===== src/rtl/axil_rmw_engine.sv =====
// axil_rmw_engine: AXI4-Lite master that read-modify-writes a run of consecutive words.
//
// A run is launched with a one-cycle start pulse that latches base_word, word_count,
// op and operand. Each word is read, modified (add / shift-left / xor / pass), and
// written back. Only one transaction is outstanding at any time.
//
// Ports:
//   clk, rst        clock; synchronous active-low reset
//   start           launch pulse, honoured only when not busy
//   base_word       word index of the first word (byte address = index << log2(STRB_WIDTH))
//   word_count      number of words in the run; 0 completes immediately
//   op, operand     modify mode (0 add, 1 shl by operand[4:0], 2 xor, 3 pass) and operand
//   stall           blocks request issue and state advance; response capture continues
//   busy, valid     run in progress / run complete (held until the next accepted start)
//   err             sticky error, set by any non-OKAY rresp or bresp during the run
//   s_axil_*        AXI4-Lite master-side read and write channels
//
// Build option: define AXIL_RMW_ERR_ABORT_EN to abort a run on the first non-OKAY
// response (the failing word is not written and the remaining words are skipped).

module axil_rmw_engine #(
    parameter int unsigned ADDR_WIDTH = 5,
    parameter int unsigned DATA_WIDTH = 32,
    parameter int unsigned STRB_WIDTH = DATA_WIDTH / 8,
    parameter int unsigned CNT_WIDTH  = 4
) (
    input  logic                  clk,
    input  logic                  rst,
    input  logic                  start,
    input  logic [ADDR_WIDTH-1:0] base_word,
    input  logic [CNT_WIDTH-1:0]  word_count,
    input  logic [1:0]            op,
    input  logic [DATA_WIDTH-1:0] operand,
    input  logic                  stall,
    output logic                  busy,
    output logic                  valid,
    output logic                  err,
    output logic [ADDR_WIDTH-1:0] s_axil_awaddr,
    output logic [2:0]            s_axil_awprot,
    output logic                  s_axil_awvalid,
    input  logic                  s_axil_awready,
    output logic [DATA_WIDTH-1:0] s_axil_wdata,
    output logic [STRB_WIDTH-1:0] s_axil_wstrb,
    output logic                  s_axil_wvalid,
    input  logic                  s_axil_wready,
    input  logic [1:0]            s_axil_bresp,
    input  logic                  s_axil_bvalid,
    output logic                  s_axil_bready,
    output logic [ADDR_WIDTH-1:0] s_axil_araddr,
    output logic [2:0]            s_axil_arprot,
    output logic                  s_axil_arvalid,
    input  logic                  s_axil_arready,
    input  logic [DATA_WIDTH-1:0] s_axil_rdata,
    input  logic [1:0]            s_axil_rresp,
    input  logic                  s_axil_rvalid,
    output logic                  s_axil_rready
);

`ifdef AXIL_RMW_ERR_ABORT_EN
    localparam bit AbortEn = 1'b1;
`else
    localparam bit AbortEn = 1'b0;
`endif

    localparam int unsigned ByteShift = $clog2(STRB_WIDTH);
    localparam int unsigned IdxWidth  = ADDR_WIDTH - ByteShift;

    localparam logic [2:0] StIdle    = 3'd0;
    localparam logic [2:0] StRdReq   = 3'd1;
    localparam logic [2:0] StRdResp  = 3'd2;
    localparam logic [2:0] StModify  = 3'd3;
    localparam logic [2:0] StWrReq   = 3'd4;
    localparam logic [2:0] StWrResp  = 3'd5;
    localparam logic [2:0] StDone    = 3'd6;

    logic [2:0]            state_q, state_d;
    logic [IdxWidth-1:0]   idx_q, idx_d;
    logic [CNT_WIDTH-1:0]  cnt_q, cnt_d;
    logic [1:0]            op_q, op_d;
    logic [DATA_WIDTH-1:0] operand_q, operand_d;
    logic [DATA_WIDTH-1:0] hold_q, hold_d;
    logic [DATA_WIDTH-1:0] result_q, result_d;
    logic                  cap_q, cap_d;
    logic                  rsp_err_q, rsp_err_d;
    logic                  arvalid_q, arvalid_d;
    logic                  awvalid_q, awvalid_d;
    logic                  wvalid_q, wvalid_d;
    logic                  aw_done_q, aw_done_d;
    logic                  w_done_q, w_done_d;
    logic                  err_q, err_d;

    logic                  ar_hs, aw_hs, w_hs;
    logic                  wr_issued;
    logic                  rsp_now;
    logic                  rsp_err_now;
    logic [ADDR_WIDTH-1:0] byte_addr;
    logic                  unused_base;

    // Index bits above the addressable word range are dropped, so the index wraps.
    assign unused_base = ^base_word;

    assign ar_hs     = arvalid_q & s_axil_arready;
    assign aw_hs     = awvalid_q & s_axil_awready;
    assign w_hs      = wvalid_q & s_axil_wready;
    assign wr_issued = awvalid_q | wvalid_q | aw_done_q | w_done_q;

    always_comb begin
        byte_addr = '0;
        byte_addr[ADDR_WIDTH-1:ByteShift] = idx_q;
    end

    // A response is usable either from the capture register or straight off the bus.
    always_comb begin
        rsp_now     = 1'b0;
        rsp_err_now = 1'b0;
        if (state_q == StRdResp) begin
            rsp_now     = cap_q | s_axil_rvalid;
            rsp_err_now = cap_q ? rsp_err_q : (s_axil_rresp != 2'b00);
        end else if (state_q == StWrResp) begin
            rsp_now     = cap_q | s_axil_bvalid;
            rsp_err_now = cap_q ? rsp_err_q : (s_axil_bresp != 2'b00);
        end
    end

    always_comb begin
        state_d   = state_q;
        idx_d     = idx_q;
        cnt_d     = cnt_q;
        op_d      = op_q;
        operand_d = operand_q;
        hold_d    = hold_q;
        result_d  = result_q;
        cap_d     = cap_q;
        rsp_err_d = rsp_err_q;
        arvalid_d = arvalid_q;
        awvalid_d = awvalid_q;
        wvalid_d  = wvalid_q;
        aw_done_d = aw_done_q;
        w_done_d  = w_done_q;
        err_d     = err_q;

        case (state_q)
            StIdle, StDone: begin
                if (start) begin
                    idx_d     = base_word[IdxWidth-1:0];
                    cnt_d     = word_count;
                    op_d      = op;
                    operand_d = operand;
                    err_d     = 1'b0;
                    cap_d     = 1'b0;
                    state_d   = (word_count == '0) ? StDone : StRdReq;
                end
            end

            StRdReq: begin
                if (!arvalid_q) begin
                    if (!stall) begin
                        arvalid_d = 1'b1;
                    end
                end else if (ar_hs) begin
                    // Move on regardless of stall so rready can catch the data.
                    arvalid_d = 1'b0;
                    cap_d     = 1'b0;
                    state_d   = StRdResp;
                end
            end

            StRdResp: begin
                if (!cap_q && s_axil_rvalid) begin
                    hold_d    = s_axil_rdata;
                    cap_d     = 1'b1;
                    rsp_err_d = (s_axil_rresp != 2'b00);
                    err_d     = err_q | (s_axil_rresp != 2'b00);
                end
                if (rsp_now && !stall) begin
                    cap_d   = 1'b0;
                    state_d = (AbortEn && rsp_err_now) ? StDone : StModify;
                end
            end

            StModify: begin
                if (!stall) begin
                    case (op_q)
                        2'd0:    result_d = hold_q + operand_q;
                        2'd1:    result_d = hold_q << operand_q[4:0];
                        2'd2:    result_d = hold_q ^ operand_q;
                        default: result_d = hold_q;
                    endcase
                    state_d = StWrReq;
                end
            end

            StWrReq: begin
                if (!wr_issued && !stall) begin
                    awvalid_d = 1'b1;
                    wvalid_d  = 1'b1;
                end
                if (aw_hs) begin
                    awvalid_d = 1'b0;
                    aw_done_d = 1'b1;
                end
                if (w_hs) begin
                    wvalid_d = 1'b0;
                    w_done_d = 1'b1;
                end
                // AW and W may finish in either order or together.
                if ((aw_done_q | aw_hs) && (w_done_q | w_hs)) begin
                    aw_done_d = 1'b0;
                    w_done_d  = 1'b0;
                    cap_d     = 1'b0;
                    state_d   = StWrResp;
                end
            end

            StWrResp: begin
                if (!cap_q && s_axil_bvalid) begin
                    cap_d     = 1'b1;
                    rsp_err_d = (s_axil_bresp != 2'b00);
                    err_d     = err_q | (s_axil_bresp != 2'b00);
                end
                if (rsp_now && !stall) begin
                    cap_d = 1'b0;
                    cnt_d = cnt_q - CNT_WIDTH'(1);
                    idx_d = idx_q + IdxWidth'(1);
                    if ((AbortEn && rsp_err_now) || (cnt_q == CNT_WIDTH'(1))) begin
                        state_d = StDone;
                    end else begin
                        state_d = StRdReq;
                    end
                end
            end

            default: state_d = StIdle;
        endcase
    end

    always_ff @(posedge clk) begin
        if (!rst) begin
            state_q   <= StIdle;
            idx_q     <= '0;
            cnt_q     <= '0;
            op_q      <= '0;
            operand_q <= '0;
            hold_q    <= '0;
            result_q  <= '0;
            cap_q     <= 1'b0;
            rsp_err_q <= 1'b0;
            arvalid_q <= 1'b0;
            awvalid_q <= 1'b0;
            wvalid_q  <= 1'b0;
            aw_done_q <= 1'b0;
            w_done_q  <= 1'b0;
            err_q     <= 1'b0;
        end else begin
            state_q   <= state_d;
            idx_q     <= idx_d;
            cnt_q     <= cnt_d;
            op_q      <= op_d;
            operand_q <= operand_d;
            hold_q    <= hold_d;
            result_q  <= result_d;
            cap_q     <= cap_d;
            rsp_err_q <= rsp_err_d;
            arvalid_q <= arvalid_d;
            awvalid_q <= awvalid_d;
            wvalid_q  <= wvalid_d;
            aw_done_q <= aw_done_d;
            w_done_q  <= w_done_d;
            err_q     <= err_d;
        end
    end

    assign busy  = (state_q != StIdle) && (state_q != StDone);
    assign valid = (state_q == StDone);
    assign err   = err_q;

    assign s_axil_araddr  = byte_addr;
    assign s_axil_arprot  = 3'b000;
    assign s_axil_arvalid = arvalid_q;
    assign s_axil_rready  = (state_q == StRdResp);

    assign s_axil_awaddr  = byte_addr;
    assign s_axil_awprot  = 3'b000;
    assign s_axil_awvalid = awvalid_q;
    assign s_axil_wdata   = result_q;
    assign s_axil_wstrb   = '1;
    assign s_axil_wvalid  = wvalid_q;
    assign s_axil_bready  = (state_q == StWrResp);

endmodule


===== config.mk =====
export PLATFORM = sky130hd
export DESIGN_NAME = axil_rmw_engine
export DESIGN_NICKNAME = d
export VERILOG_FILES = /design/src/rtl/axil_rmw_engine.sv
export SDC_FILE = /design/constraint.sdc
export NUM_CORES = 1
export LEC_CHECK = 0
export BUFFER_PORTS_ARGS = -buffer_cell sky130_fd_sc_hd__buf_2
export CAP_MARGIN = 10
export CORE_MARGIN = 2
export CORE_UTILIZATION = 45
export CTS_CLUSTER_SIZE = 16
export DETAILED_ROUTE_END_ITERATION = 8
export MAX_ROUTING_LAYER = met4
export PLACE_DENSITY = 0.74
export SKIP_LAST_GASP = 1
export SYNTH_ARGS = -nofsm -noshare
export SYNTH_HDL_FRONTEND = slang
export SYNTH_SLANG_ARGS = --single-unit

===== constraint.sdc =====
create_clock -name clk -period 3.6 [get_ports clk]
set_input_delay 0.36 -clock clk [delete_from_list [all_inputs] [get_ports clk]]
set_output_delay 0.36 -clock clk [all_outputs]
set_load 0.005 [all_outputs]

==> metrics, run 1 <==
total of hold buffers inserted after clock tree synthesis=0; Setup Total Neg Slack=0 ps; unrepaired setup endpoints after global routing=no; Root Buffer Master=sky130_fd_sc_hd__clkbuf_16; largest incremental delay on the critical path=450 ps; endpoint kind of the worst setup timing path=register; average instance area after synthesis=~7.6 um2; Worst Hold Class=in -> reg; total track usage=between 20 and 30%; drt via density=between 5 and 6; synthesized instance count=about 1200; clock latency on the worst-skew pair=approximately 440 ps; TritonRoute pass-1 iters=6; sum of buffers and inverters on the critical path=1; area of the core=0.01933 mm2; DP HPWL=about 21 mm; CTS sink cnt=between 100 and 150; via count of the first global-routing pass=between 8000 and 9000; fraction of met2 tracks used by global routing=between 40 and 50%; Die Span Y=around 140 um; gp weighted congestion=just under 1; Area Overhead vs Synth=15.91%; register clock-pin slew on the reported worst setup and hold paths=around 70 ps; htree depth=4; Filler Cell Count=~1900; maximum achievable frequency=about 0.31 GHz; global route total overflow=0; Final setup viols=0; CP Data Arrival Time=~3500 ps; number of enable flip-flop cells after synthesis=0; most heavily used metal layer in global routing=met2; Max Transition Viols Final=0; category of the worst setup path launch point=register; port bufs=~130; Max IR drop VDD=just over 0.5 mV; required time worst endpoint=approximately 4000 ps; Crit path top cell by count=sky130_fd_sc_hd__a21oi_1; remaining routing DRC violations=0; Die Width=between 100 and 150 um; number of buffers created by CTS=17; die footprint=between 0.02 and 0.025 mm2; cell leakage power=approximately 4.2 nW; clock tree from TritonCTS=built; Top FF cell, synth=sky130_fd_sc_hd__dfxtp_1; highest net fanout along the worst path=7; worst setup skew after layout=~13 ps; Layout Nets=~1400; Final Critical Period=3221 ps; final number of hold-violating endpoints=0; startpoint-to-endpoint class of the critical path=reg -> reg; maximum number of pins on one net before global-route repair=75; first-pass GRT wire length=44.56 mm; number of I/O pins=148; Synthesis Warnings=0; synthesized area=between 0.008 and 0.009 mm2; fraction of registers with async set or reset after synthesis=0%; row cnt=roughly 50; slowest stage cell on the critical path=sky130_fd_sc_hd__dfxtp_1; top cell family by delay on the critical path=compound AO/OA/AOI/OAI gates; initial antenna violation count=0; final WL=roughly 28 mm; number of distinct standard cells referenced by the synthesized netlist=between 80 and 90; starting density of the core=a little under half; # resized after CTS=0; cells along the critical path=ha_1 -> inv_1 -> fa_1 -> nand2b_1 -> a21oi_1 -> o211ai_1 -> o211ai_2 -> a21oi_1 -> o31ai_1 -> xnor2_1 -> o21ai_0; maximum root-to-sink buffer count=2; antenna-violating nets left=0; sequential fraction of the synthesis area=a little over a quarter; transition time at the pin with the least slew margin=about 1100 ps; max-capacitance violation count=0; power density over the cells=494.3 mW/mm2; status=complete, no violations; buffer count from post-CTS setup fixing=0; Final Core Density=52.85%; met3 global-route usage=under 10%; fraction of layout cells with a size suffix above 1=21.36%; met1 global-route usage=39.16%; count of state elements after synthesis=about 120; 1st-iter DRT viols=between 900 and 1000; Relative slew margins=about 25%; WL/cell=18.53 um; final clock period utilization by the worst path=89.48%; Antenna Cells=0; via count=roughly 9000
[stage by stage]
step / setup slack, ps / hold slack, ps / instances / cell area (um2) / power [mW]
2_1_floorplan: 928.2 / 434.5 / 1170 / 8861 / 2.837
3_3_place_gp: 496.8 / 427.7 / 1501 / 9615 / 3.283
3_5_place_dp: 462.2 / 430.5 / 1501 / 9615 / 3.309
4_1_cts: 452.3 / 144.4 / 1533 / 10210 / 5.048
5_1_grt: 218.9 / 155.2 / 1534 / 10220 / 5.331
6_report: 378.6 / 155.6 / 1534 / 10220 / 5.051
[where the power goes]
part | total [mW] | switching [mW] | internal (mW)
logic | 1.73 | 1.08 | 0.650
registers | 1.59 | 0.172 | 1.42
clock network | 1.73 | 0.695 | 1.04
[synthesized netlist by cell type, types with 10 or more instances]
| library cell | count | area share, % |
|---|---|---|
| sky130_fd_sc_hd__dfxtp_1 | 115 | 26 |
| sky130_fd_sc_hd__nand2_1 | 210 | 8.9 |
| sky130_fd_sc_hd__nor2b_1 | 10 | 0.71 |
| sky130_fd_sc_hd__buf_2 | 17 | 0.97 |
| sky130_fd_sc_hd__a21oi_1 | 145 | 8.2 |
| sky130_fd_sc_hd__nor3_1 | 21 | 1.2 |
| sky130_fd_sc_hd__nand4_1 | 10 | 0.71 |
| sky130_fd_sc_hd__a211oi_1 | 11 | 0.94 |
| sky130_fd_sc_hd__mux4_2 | 23 | 5.9 |
| sky130_fd_sc_hd__inv_1 | 22 | 0.94 |
| sky130_fd_sc_hd__ha_1 | 35 | 5.0 |
| sky130_fd_sc_hd__o211ai_1 | 17 | 1.4 |
| sky130_fd_sc_hd__nand3_1 | 20 | 1.1 |
| sky130_fd_sc_hd__clkbuf_1 | 56 | 2.4 |
| sky130_fd_sc_hd__buf_4 | 22 | 1.9 |
| sky130_fd_sc_hd__mux2i_1 | 33 | 3.7 |
| sky130_fd_sc_hd__a22oi_1 | 11 | 0.94 |
| sky130_fd_sc_hd__o21ai_0 | 68 | 3.9 |
| sky130_fd_sc_hd__nor2_1 | 102 | 4.3 |
| sky130_fd_sc_hd__nand2b_1 | 11 | 0.78 |
| sky130_fd_sc_hd__a21o_1 | 14 | 1.2 |
| sky130_fd_sc_hd__mux2_2 | 19 | 2.4 |
[logic make-up (layout without fill, tap and decap cells)]
family                     after synthesis  in the layout  share of synthesized area (%)
DFF                                    115            115                          26.11
adders and majority gates               36             36                          5.194
xor gates and xnor gates                12             12                          1.192
and+or+nand+nor                        422            422                          21.09
muxes                                   79             79                          13.11
buffers and inverters                  126            225                          6.883
other                                    2             14                        0.08519
AOI/OAI and AO/OA                      366            366                          26.33
[sequential cells by signal, summed over array words and instances (netlist names)]
name            count
operand_q          32
s_axil_wvalid       1
s_axil_arvalid      1
w_done_q            1
idx_q               3
cap_q               1
cnt_q               4
err                 1
op_q                2
s_axil_awvalid      1
hold_q             32
s_axil_wdata       32
aw_done_q           1
state_q             3
[final timing paths]
| kind | depth (start not counted) | start | slack [ps] | end |
|---|---|---|---|---|
| setup / recovery | 11 | hold_q[0] | 380 | s_axil_wdata[30] |
| hold / removal | 3 | s_axil_rdata[18] | 160 | hold_q[18] |
| setup reg to reg | 11 | hold_q[0] | 380 | s_axil_wdata[30] |
| hold reg to reg | 2 | s_axil_wdata[15] | 440 | s_axil_wdata[15] |
[worst register-to-register path: cells and delay by family (launching register included)]
kind | cells | cell delay (ps)
flip-flops | 1 | 450
AND/OR/NAND/NOR | 1 | 190
buffers and inverters | 1 | 70
adder cells (fa/ha/maj) | 2 | 650
XOR/XNOR | 1 | 170
AO/OA/AOI/OAI | 6 | 1580
[area by class of cell]
type	count	area, um2	area share (%)
clock buffer	17	425.4	4.163
timing repair buffer	168	933.4	9.134
inverter	25	93.84	0.9183
sequential	115	2305	22.55
tap	265	331.6	3.245
multi-input combinational	929	5959	58.32
clock inverter	15	170.2	1.665
[layout by cell type, fill, tap and decap left out, types with 4 or more instances in the layout]
cell                        netlist  final
sky130_fd_sc_hd__a211o_1          6      6
sky130_fd_sc_hd__a211oi_1        11     11
sky130_fd_sc_hd__a21o_1          14     14
sky130_fd_sc_hd__a21oi_1        145    145
sky130_fd_sc_hd__a221oi_1         9      9
sky130_fd_sc_hd__a22oi_1         11     11
sky130_fd_sc_hd__a31oi_1          9      9
sky130_fd_sc_hd__a32o_1           5      5
sky130_fd_sc_hd__and3_1           7      7
sky130_fd_sc_hd__buf_2           17    131
sky130_fd_sc_hd__buf_4           22     36
sky130_fd_sc_hd__clkbuf_16        0     17
sky130_fd_sc_hd__conb_1           2     14
sky130_fd_sc_hd__dfxtp_1        115    113
sky130_fd_sc_hd__ha_1            35     35
sky130_fd_sc_hd__inv_1           22     21
sky130_fd_sc_hd__inv_6            0      6
sky130_fd_sc_hd__mux2_2          19     19
sky130_fd_sc_hd__mux2i_1         33     33
sky130_fd_sc_hd__mux4_2          23     23
sky130_fd_sc_hd__nand2_1        210    210
sky130_fd_sc_hd__nand2b_1        11     11
sky130_fd_sc_hd__nand3_1         20     20
sky130_fd_sc_hd__nand4_1         10     10
sky130_fd_sc_hd__nor2_1         102    101
sky130_fd_sc_hd__nor2b_1         10     10
sky130_fd_sc_hd__nor3_1          21     21
sky130_fd_sc_hd__o2111ai_1        4      4
sky130_fd_sc_hd__o211ai_1        17     17
sky130_fd_sc_hd__o21a_1           7      7
sky130_fd_sc_hd__o21ai_0         68     68
sky130_fd_sc_hd__o21bai_1         6      6
sky130_fd_sc_hd__o22ai_1          7      7
sky130_fd_sc_hd__o31ai_1          7      7
sky130_fd_sc_hd__or3_1            5      5
sky130_fd_sc_hd__or4_1            4      4
sky130_fd_sc_hd__xnor2_1          5      5
sky130_fd_sc_hd__xor2_1           7      7
[routing by layer]
layer | routed length (um) | up-vias
li1 | - | 4375
met1 | 12580 | 4226
met2 | 12420 | 436
met4 | 580 | 0
met3 | 2852 | 56
met5 | 0 | -
Note: power is estimated with default switching activity, not from simulation.
==> run 2: changes to the inputs <==
Clock period 3.6 ns to 4.1 ns, I/O delays scaled along.
==> metrics, run 2 (synthesized netlist as in run 1, its figures left out) <==
required time worst endpoint=4480 ps (+570 ps); status=complete, no violations; highest net fanout along the worst path=18 (+11); category of the worst setup path launch point=register; Final Critical Period=3354 ps (+132.6 ps); number of buffers created by CTS=17 (unchanged); worst reg2reg setup slack=750 ps (+370 ps); Layout Nets=1362 (-1.3%); Area Overhead vs Synth=14.36%; buffer count from post-CTS setup fixing=0 (unchanged); power density over the cells=436.9 mW/mm2 (-12%); Max Transition Viols Final=0 (unchanged); unrepaired setup endpoints after global routing=no; total of hold buffers inserted after clock tree synthesis=0 (unchanged); hold path start=s_axil_rdata[17]; number of I/O pins=148 (unchanged); gp weighted congestion=1.001 (+1.2%); starting density of the core=45.60% (unchanged); transition time at the pin with the least slew margin=1044 ps (-73.40 ps); terminating pin of the worst hold path=hold_q[17]; depth of the worst hold-timing path=3 (unchanged); register clock-pin slew on the reported worst setup and hold paths=70 ps (about the same); r2r endpoint=s_axil_wdata[25]; global route total overflow=0 (unchanged); cell leakage power=4.054 nW (-2.3%); clock latency on the worst-skew pair=440 ps (about the same); total track usage=27.60% (-1.1 points); worst setup skew after layout=12.93 ps (-0.5404 ps); maximum number of pins on one net before global-route repair=77 (+2.7%); endpoint kind of the worst setup timing path=register; 1st-iter DRT viols=761 (-22%); Max IR drop VDD=0.3383 mV (-34%); most common cell after layout, fill and taps aside=sky130_fd_sc_hd__nand2_1; Root Buffer Master=sky130_fd_sc_hd__clkbuf_16; remaining routing DRC violations=0 (unchanged); via count=8962 (-1.4%); via count of the first global-routing pass=8136 (-1.9%); final number of hold-violating endpoints=0 (unchanged); DP HPWL=20.13 mm (-3.2%); startpoint-to-endpoint class of the critical path=reg -> reg; launch point of the critical path=state_q[1]; drt via density=5.908 (-0.34%); htree depth=4 (unchanged); # resized after CTS=0 (unchanged); Setup Total Neg Slack=0 ps (unchanged); final clock period utilization by the worst path=81.80% (-7.7 points); fraction of layout cells with a size suffix above 1=20.22% (-1.1 points); port bufs=131 (unchanged); area of the core=0.01933 mm2 (unchanged); Final setup viols=0 (unchanged); maximum achievable frequency=0.2982 GHz (-4.0%); first-pass GRT wire length=43.02 mm (-3.5%); maximum root-to-sink buffer count=2 (unchanged); CTS sink cnt=115 (unchanged); max-capacitance violation count=0 (unchanged); Relative slew margins=30.37% (+5.2 points); Final Core Density=52.15% (-0.71 points); CP Data Arrival Time=3730 ps (+200 ps); die footprint=0.02073 mm2 (unchanged); Die Span Y=144.0 um (unchanged); Worst Hold Class=in -> reg; antenna-violating nets left=0 (unchanged); final WL=27.57 mm (-3.0%); row cnt=51 (unchanged); TritonRoute pass-1 iters=5 (-1); WL/cell=18.18 um (-1.9%); R2R Path Start=state_q[1]; Die Width=144.0 um (unchanged); initial antenna violation count=1 (+1); most used cells in the layout excluding fill and tap cells=210 x sky130_fd_sc_hd__nand2_1, 145 x sky130_fd_sc_hd__a21oi_1, 131 x sky130_fd_sc_hd__buf_2; clock tree from TritonCTS=built; worst r2r path cells=9 (-2)
run 2: changes by cell type in the layout (fill, tap and decap cells not counted), sizes merged:
cell and change:
clkbuf -1, inv +1, diode +1, buf -17, clkinv -2, clkinvlp +1
run 2: per-stage QoR:
step / power [mW] / setup WS (ps) / instances / hold slack, ps / area, um2
2_1_floorplan: 2.491 / 1428 / 1170 / 434.5 / 8861
3_3_place_gp: 2.853 / 985.4 / 1484 / 432.5 / 9488
3_5_place_dp: 2.881 / 855.3 / 1484 / 429.8 / 9488
4_1_cts: 4.400 / 829.0 / 1516 / 201.4 / 10080
5_1_grt: 4.650 / 476.8 / 1517 / 202.8 / 10080
6_report: 4.405 / 746.1 / 1517 / 205.4 / 10080
run 2: report_power, final:
group | switching, mW | internal (mW) | total, mW
clock | 0.613 | 0.908 | 1.52
combinational | 0.908 | 0.552 | 1.46
sequential | 0.182 | 1.24 | 1.43
run 2: layer usage:
layer	routed length, um	track usage [%]	part of all wire (%)	vias up
met1	12250	36.48	44	4161
met5	0	-	0	-
met4	594	8.720	2.2	0
met2	12410	42.13	45	405
met3	2326	6.131	8.4	51
li1	-	-	-	4345
run 2: cell type report:
cell class / count / area, um2
fillers: 1899 / 9253
multi-input cells: 929 / 5959
flip-flops and latches: 115 / 2305
repair buffers: 150 / 798.3
clock buffers: 17 / 425.4
well taps: 265 / 331.6
clock inverters: 15 / 166.4
inverters: 25 / 93.84
diodes: 1 / 2.502
run 2: how the worst max path moves through the flow:
stage,endpoint,slack [ps],cells past startpoint
after global placement,s_axil_wdata[26],990,11
after floorplan,s_axil_wdata[26],1430,11
final,s_axil_wdata[25],750,9
after detailed placement,s_axil_wdata[25],860,9
after global routing,s_axil_wdata[25],480,9
after CTS,s_axil_wdata[25],830,9
run 2: worst max-delay path, cell delays in order (launching register included):
cell and delay, ps:
sky130_fd_sc_hd__dfxtp_1 560, sky130_fd_sc_hd__nor2b_1 140, sky130_fd_sc_hd__nand2_1 410, sky130_fd_sc_hd__inv_1 210
sky130_fd_sc_hd__nand2_1 130, sky130_fd_sc_hd__nand4_2 220, sky130_fd_sc_hd__nor2b_1 540, sky130_fd_sc_hd__nand2_1 490
sky130_fd_sc_hd__a221oi_1 370, sky130_fd_sc_hd__a32o_1 210
==> run 3: changes to the inputs <==
Clock period 4.1 ns to 3.35 ns, I/O delays scaled along.
==> metrics, run 3 (synthesized netlist as in run 1, its figures left out) <==
largest incremental delay on the critical path=370 ps (-190 ps); clock latency on the worst-skew pair=430 ps (about the same); endpoint kind of the worst setup timing path=register; first-pass GRT wire length=44.04 mm (+2.4%); total of hold buffers inserted after clock tree synthesis=0 (unchanged); via count of the first global-routing pass=8144 (+0.098%); status=complete, no violations; starting density of the core=45.60% (unchanged); number of buffers created by CTS=17 (unchanged); drt via density=5.827 (-1.4%); htree depth=4 (unchanged); Crit path top cell by count=sky130_fd_sc_hd__a21oi_1; die footprint=0.02073 mm2 (unchanged); clock tree from TritonCTS=built; sum of buffers and inverters on the critical path=1 (unchanged); register clock-pin slew on the reported worst setup and hold paths=60 ps (about the same); 1st-iter DRT viols=854 (+12%); antenna-violating nets left=0 (unchanged); fraction of layout cells with a size suffix above 1=21.65% (+1.4 points); area of the core=0.01933 mm2 (unchanged); Layout Nets=1386 (+1.8%); power density over the cells=531.0 mW/mm2 (+22%); max-capacitance violation count=0 (unchanged); placed cell areas=0.009668 mm2 (+1.9%); maximum number of pins on one net before global-route repair=75 (-2.6%); Register Area=0.002305 mm2 (unchanged); Setup Total Neg Slack=0 ps (unchanged); cells along the critical path=ha_1 -> inv_1 -> fa_1 -> nand2b_1 -> a21oi_1 -> o211ai_1 -> o211ai_2 -> a21oi_1 -> o221ai_1 -> xor2_1 -> a211o_1; worst setup skew after layout=10.63 ps (-2.301 ps); Final setup viols=0 (unchanged); startpoint-to-endpoint class of the critical path=reg -> reg; CP Data Arrival Time=3320 ps (-410 ps); slowest stage cell on the critical path=sky130_fd_sc_hd__fa_1; number of I/O pins=148 (unchanged); fraction of met2 tracks used by global routing=40.93% (-1.2 points); maximum root-to-sink buffer count=2 (unchanged); most common cell after layout, fill and taps aside=sky130_fd_sc_hd__nand2_1; unrepaired setup endpoints after global routing=no; WL/cell=18.48 um (+1.7%); gp weighted congestion=0.9930 (-0.78%); Die Span Y=144.0 um (unchanged); met1 global-route usage=38.43% (+2.0 points); TritonRoute pass-1 iters=5 (unchanged); final clock period utilization by the worst path=89.50% (+7.7 points); category of the worst setup path launch point=register; total track usage=28.47% (+0.87 points); maximum achievable frequency=0.3335 GHz (+12%); total non-filler cell area in the finished layout=0.01026 mm2 (+1.8%); Final Core Density=53.08% (+0.93 points); final WL=28.48 mm (+3.3%); area taken by multi-input logic gates=0.005959 mm2 (unchanged); Filler Cell Count=1898 (-0.053%); Max IR drop VDD=0.4029 mV (+19%); Final Critical Period=2998 ps (-355.6 ps); Worst Hold Class=in -> reg; top cell family by delay on the critical path=compound AO/OA/AOI/OAI gates; # resized after CTS=0 (unchanged); most heavily used metal layer in global routing=met2; Die Width=144.0 um (unchanged); port bufs=131 (unchanged); Max Transition Viols Final=0 (unchanged); CTS sink cnt=115 (unchanged); transition time at the pin with the least slew margin=1174 ps (+129.4 ps); worst reg2reg setup slack=350 ps (-390 ps); highest net fanout along the worst path=5 (-13); Area Overhead vs Synth=16.41%; cell leakage power=4.178 nW (+3.0%); final number of hold-violating endpoints=0 (unchanged); global route total overflow=0 (unchanged); remaining routing DRC violations=0 (unchanged); buffer count from post-CTS setup fixing=0 (unchanged); most used cells in the layout excluding fill and tap cells=210 x sky130_fd_sc_hd__nand2_1, 145 x sky130_fd_sc_hd__a21oi_1, 131 x sky130_fd_sc_hd__buf_2; required time worst endpoint=3670 ps (-810 ps); Root Buffer Master=sky130_fd_sc_hd__clkbuf_16; row cnt=51 (unchanged); via count=8980 (+0.20%); DP HPWL=21.01 mm (+4.4%); initial antenna violation count=1 (unchanged); met3 global-route usage=7.764% (+1.6 points); Relative slew margins=21.45% (-8.9 points)
-- run 3: cell count changes in the layout (fill, tap and decap cells not counted), sizes merged --
cell      delta
clkinv       +4
inv          -7
bufinv       +1
clkbuf       +1
buf         +24
clkinvlp     +1
-- run 3: final cells by class --
class                   count  area share [%]
diodes                      1         0.02438
clock buffers              18           4.182
clock inverters            14           1.585
inverters                  25          0.9144
multi-input cells         929           58.07
flip-flops and latches    115           22.46
well taps                 265           3.231
repair buffers            174           9.534
-- run 3: worst register-to-register path, cell delays in order (launching register included) --
cell,delay [ps]
sky130_fd_sc_hd__dfxtp_1,330
sky130_fd_sc_hd__ha_1,220
sky130_fd_sc_hd__inv_1,70
sky130_fd_sc_hd__fa_1,370
sky130_fd_sc_hd__nand2b_1,180
sky130_fd_sc_hd__a21oi_1,370
sky130_fd_sc_hd__o211ai_1,270
sky130_fd_sc_hd__o211ai_2,260
sky130_fd_sc_hd__a21oi_1,170
sky130_fd_sc_hd__o221ai_1,230
sky130_fd_sc_hd__xor2_1,100
sky130_fd_sc_hd__a211o_1,310
-- run 3: where the power goes --
group | internal (mW) | total [mW] | switching [mW]
Sequential | 1.52 | 1.70 | 0.175
Clock | 1.16 | 1.87 | 0.703
Combinational | 0.709 | 1.89 | 1.18
Total | 3.39 | 5.45 | 2.06
-- run 3: layer usage --
metal  routed length, um  part of all wire, %  vias up
li1                    -                    -     4382
met1               12990                   46     4147
met2               12160                   43      393
met3                2599                  9.1       58
met4                 719                  2.5        0
met5                   0                    0        -
-- run 3: stage by stage --
| stage | total power, mW | hold slack, ps | std cells | setup WS (ps) |
|---|---|---|---|---|
| 6_report | 5.449 | 133.9 | 1541 | 351.6 |
| 4_1_cts | 5.442 | 126.7 | 1540 | 377.3 |
| 3_5_place_dp | 3.568 | 430.8 | 1508 | 457.6 |
| 5_1_grt | 5.736 | 135.5 | 1541 | 126.5 |
| 2_1_floorplan | 3.049 | 434.5 | 1170 | 678.2 |
| 3_3_place_gp | 3.547 | 429.9 | 1508 | 459.0 |
-- run 3: final timing paths --
check,start,cells after the start,end
setup / recovery,hold_q[0],11,s_axil_wdata[26]
setup reg to reg,hold_q[0],11,s_axil_wdata[26]
hold reg to reg,s_axil_wdata[15],2,s_axil_wdata[15]
hold / removal,operand[25],3,operand_q[25]
